<file path="src/rtl/mul_seq16.sv">
// Iterative shift-add multiplier controller, WIDTH x WIDTH -> 2*WIDTH unsigned, driving an external adder.
// Optional build macro MUL_EARLY_TERM_EN: stop as soon as the remaining multiplier bits are zero.
//
// state | meaning
// ------+--------------------------------------------------------------
// IDLE  | ready=1, waiting for start; operands captured on accept
// CALC  | one shift-add per cycle through the external adder
// DONE  | done pulse, product valid; returns to IDLE next cycle
module mul_seq16 #(
    parameter int WIDTH = 16,
    parameter int CNT_W = 5
) (
    input  logic                 clk,
    input  logic                 rst,
    input  logic                 start,
    input  logic [WIDTH-1:0]     a,
    input  logic [WIDTH-1:0]     b,
    output logic                 ready,
    output logic                 done,
    output logic [2*WIDTH-1:0]   product,
    output logic                 add_busy,
    output logic [WIDTH-1:0]     add_a,
    output logic [WIDTH-1:0]     add_b,
    output logic                 add_cin,
    input  logic [WIDTH-1:0]     add_sum,
    input  logic                 add_cout
);

    typedef enum logic [1:0] {
        IDLE = 2'd0,
        CALC = 2'd1,
        DONE = 2'd2
    } state_t;

    state_t             state;
    logic [WIDTH-1:0]   m;
    logic [WIDTH-1:0]   acc_hi;
    logic [WIDTH-1:0]   acc_lo;
    logic [CNT_W-1:0]   cnt;

    logic [2*WIDTH-1:0] acc_step;
    logic [2*WIDTH-1:0] acc_final;
    logic [CNT_W-1:0]   cnt_nxt;
    logic               last_step;
    logic               start_zero;

    // Carry-out lands in the top bit; the consumed multiplier bit falls off the bottom.
    assign acc_step = {add_cout, add_sum, acc_lo[WIDTH-1:1]};
    assign cnt_nxt  = cnt + 1'b1;

`ifdef MUL_EARLY_TERM_EN
    logic [WIDTH-1:0] rem_mask;
    logic [CNT_W-1:0] rem_cnt;

    // After cnt_nxt shifts, the low WIDTH-cnt_nxt bits of acc_lo are still multiplier bits.
    assign rem_mask   = {WIDTH{1'b1}} >> cnt_nxt;
    assign rem_cnt    = CNT_W'(WIDTH) - cnt_nxt;
    assign last_step  = (acc_step[WIDTH-1:0] & rem_mask) == '0;
    assign acc_final  = acc_step >> rem_cnt;
    assign start_zero = (b == '0);
`else
    assign last_step  = (cnt == CNT_W'(WIDTH - 1));
    assign acc_final  = acc_step;
    assign start_zero = 1'b0;
`endif

    assign add_a   = add_busy ? acc_hi : '0;
    assign add_b   = (add_busy && acc_lo[0]) ? m : '0;
    assign add_cin = 1'b0;

    always_ff @(posedge clk) begin
        if (rst) begin
            state    <= IDLE;
            m        <= '0;
            acc_hi   <= '0;
            acc_lo   <= '0;
            cnt      <= '0;
            product  <= '0;
            ready    <= 1'b1;
            done     <= 1'b0;
            add_busy <= 1'b0;
        end else begin
            case (state)
                IDLE: begin
                    if (start) begin
                        m      <= a;
                        acc_hi <= '0;
                        acc_lo <= b;
                        cnt    <= '0;
                        ready  <= 1'b0;
                        if (start_zero) begin
                            state   <= DONE;
                            product <= '0;
                            done    <= 1'b1;
                        end else begin
                            state    <= CALC;
                            add_busy <= 1'b1;
                        end
                    end
                end
                CALC: begin
                    cnt <= cnt_nxt;
                    if (last_step) begin
                        {acc_hi, acc_lo} <= acc_final;
                        product          <= acc_final;
                        state            <= DONE;
                        done             <= 1'b1;
                        add_busy         <= 1'b0;
                    end else begin
                        {acc_hi, acc_lo} <= acc_step;
                    end
                end
                DONE: begin
                    state <= IDLE;
                    done  <= 1'b0;
                    ready <= 1'b1;
                end
                default: begin
                    state    <= IDLE;
                    done     <= 1'b0;
                    ready    <= 1'b1;
                    add_busy <= 1'b0;
                end
            endcase
        end
    end

endmodule

</file>
<file path="config.mk">
export PLATFORM = sky130hd
export DESIGN_NAME = mul_seq16
export DESIGN_NICKNAME = d
export VERILOG_FILES = /design/src/rtl/mul_seq16.sv
export SDC_FILE = /design/constraint.sdc
export NUM_CORES = 1
export LEC_CHECK = 0
export BUFFER_PORTS_ARGS = -buffer_cell sky130_fd_sc_hd__buf_2
export CORE_ASPECT_RATIO = 1.2
export CORE_MARGIN = 5
export CORE_UTILIZATION = 54
export DETAILED_ROUTE_END_ITERATION = 10
export PLACE_DENSITY = 0.84
export SYNTH_ARGS = -nofsm -noshare
export SYNTH_HDL_FRONTEND = slang
export SYNTH_SLANG_ARGS = --single-unit
</file>
<file path="constraint.sdc">
create_clock -name clk -period 2.9 [get_ports clk]
set_input_delay 0.145 -clock clk [delete_from_list [all_inputs] [get_ports clk]]
set_output_delay 0.145 -clock clk [all_outputs]
set_load 0.01 [all_outputs]
</file>
==> reports/summary.txt <==
Status: completed
Wire length per cell: 14.68 µm
H-tree lvl count: 3
Setup bufs post-CTS: 0
CP Max Fanout: 34
Max Cap Violations: 0
Worst skew pair latency: 340 ps
Peak VDD IR: 0.3442 mV
CTS Sinks: 90
Residual DRC: 0
Reg2Reg Depth: 5
Share of cells above drive strength 1: 29.92%
Post-synth EDFFs: 0
Cells after synthesis: 385
Layout Nets: 538
Worst Setup EP: product[17]$_SDFFE_PP0P_
Fmax: 448.7 MHz
Via density: 5.305
Slew headroom: 20.26%
Crit share post-route: 76.85%
RSZ-0062 raised after global routing: no
Root Buffer: clkbuf_8
Reg2reg end: product[17]$_SDFFE_PP0P_
Post-synthesis sequential area ratio: 50.53%
TritonCTS buffer count: 9
CTS clk-pin slew, worst paths: 80 ps
Leakage power: 2.052 nW
Crit. End Element: flop
Post-Syn Area: 3566 µm²
Worst setup path start: cnt[0]$_SDFFE_PP0P_
Largest net degree at the start of global routing: 60
Setup Viol. Count Final: 0
Mux contribution to synthesized area: 0.3158%
Worst endpoint data arrival time: 2510 ps
Gpl congestion: 0.7472
Syn Area/Cell: 9.262 µm²
Slew @ Worst Pin: 1196 ps
Horiz. Die Dim: 84.18 µm
Yosys warning count: 0
CP startpoint kind: flop
Fin area: 4284 µm²
Chip height: 99.02 µm
Antenna-violating nets left: 0
Slew Viols, Final: 0
Synth Area in Adders: 0.7018%
XOR/XNOR share of the synthesized area: 0%
Post-Syn Nets: 439
Hold Path Class: in -> reg
FF-to-FF Start: cnt[0]$_SDFFE_PP0P_
Vias: 3040
Area delta synth->final: 20.14%
Pre-Repair DR Iteration Count: 4
Port-buffer cells: 118
Largest family of logic cells by synthesized area: simple AND/OR/NAND/NOR gates
Initial antenna violation count: 0
Setup Crit Path Kind: reg -> reg
Hold buffers post-CTS: 0
Critical path required time: 3180 ps
Post-synthesis compound-gate area fraction: 18.35%
Filler instances: 543
Remaining global-route overflow: 0
Clock Path Buffers: 2
Setup TNS: 0 ps
Final Skew: 8.989 ps
Post-DP HPWL: 5626 µm
Worst R2R Setup Slack: 670 ps
First-pass GRT wire length: 14400 µm
Final core utilization: 66.46%
Yosys reg bits: 90
Starting Density: 55.32%
CTS tree: built
Core footprint: 6446 µm²
Share of synthesized flip-flops with an asynchronous set or reset: 0%
Placement Rows: 32
Library cells used by synthesis: 33
Fin. Hold Viols: 0
DR iter-0 viols: 191
Number of global-route vias before repair: 3125
Drt total wl: 8411 µm
Hold_ws: 25.77 ps
# resized after CTS: 0
Simple-gate share of the synthesized area: 24.35%
# IOs: 120
Placed Area: 4113 µm²
Pwr dens: 542.4 nW/µm²
Design Power: 2.324 mW
Top FF cell, synth: dfxtp_1
Antenna cells: 0
Tot GR Track Use: 20.81%
Die ar.: 8335 µm²
Fin crit period: 2229 ps
synth_stat cells (2+ instances only):
cell	count	area (µm²)
dfxtp_1	90	1802
nor2_1	38	142.6
a21oi_1	36	180.2
nand2_1	33	123.9
a22o_1	32	280.3
nand2b_1	19	118.9
a22oi_1	17	127.6
and3_1	17	106.4
and2_1	16	100.1
nor3_1	16	80.08
clkbuf_1	15	56.30
buf_2	14	70.07
or3b_1	14	122.6
buf_6	5	56.30
or3b_2	3	26.28
buf_4	2	15.01
ha_1	2	25.02
power by group:
group	leakage (nW)	switching (mW)	internal (mW)
combinational	1.23	0.134	0.105
clock	0.0855	0.403	0.354
sequential	0.734	0.0426	1.29
per-stage QoR:
step                      worst slack, ps  cells
after floorplan                      1286    385
after global placement              718.9    558
after detailed placement            642.3    558
after CTS                           610.2    573
after global routing                441.5    573
final                               671.2    573
flip-flops by register name, indices dropped and copies added, names as in the netlist:
signal / count
done: 1
acc_lo: 16
acc_hi: 16
cnt: 5
ready: 1
add_busy: 1
state: 2
m: 16
product: 32
worst max-delay path, stage by stage, from the launching register on:
cell and delay [ps]:
dfxtp_1 380, ha_1 190, and3_1 160, ha_1 200, and3b_1 980, a22o_1 240
cell usage in the layout (no fill, tap or decap), types with 11 or more instances in the layout:
master	count
nor2_1	38
buf_2	118
a22o_1	32
nand2b_1	19
nand2_1	33
and2_1	16
a21oi_1	36
and3_1	17
nor3_1	16
dfxtp_1	90
clkbuf_8	11
or3b_1	14
a22oi_1	17
how the worst min path moves through the flow:
| stage | startpoint | end | slack [ps] | depth (start not counted) |
|---|---|---|---|---|
| finish | add_sum[0] | product[15]$_SDFFE_PP0P_ | 30 | 2 |
| global route | add_sum[14] | product[29]$_SDFFE_PP0P_ | 20 | 2 |
| CTS | add_sum[0] | product[15]$_SDFFE_PP0P_ | 10 | 2 |
| detailed placement | add_sum[2] | product[17]$_SDFFE_PP0P_ | 380 | 2 |
| global placement | add_sum[0] | product[15]$_SDFFE_PP0P_ | 370 | 2 |
| floorplan | add_sum[0] | product[15]$_SDFFE_PP0P_ | 270 | 1 |
area by class of cell:
type | count | area (µm²) | area share (%)
clock buffer | 13 | 158.9 | 3.709
inverter | 1 | 3.754 | 0.08762
multi-input combinational | 258 | 1565 | 36.54
tap | 85 | 106.4 | 2.482
timing repair buffer | 124 | 635.6 | 14.84
clock inverter | 2 | 12.51 | 0.2921
sequential | 90 | 1802 | 42.06
logic make-up (layout without fill, tap and decap cells):
family / count (synthesis) / in the layout
AOI/OAI and AO/OA: 93 / 93
DFF: 90 / 90
and+or+nand+nor: 161 / 161
adders and majority gates: 2 / 2
buffers and inverters: 37 / 140
other: 1 / 1
muxes: 1 / 1
layer usage:
metal	up-vias	part of all wire (%)	global-route usage [%]
met5	-	0	0
li1	1532	-	-
met1	1409	43	25.93
met4	0	1.3	9.653
met2	90	48	33.48
met3	9	7.6	5.602
Note: power is estimated with default switching activity, not from simulation.
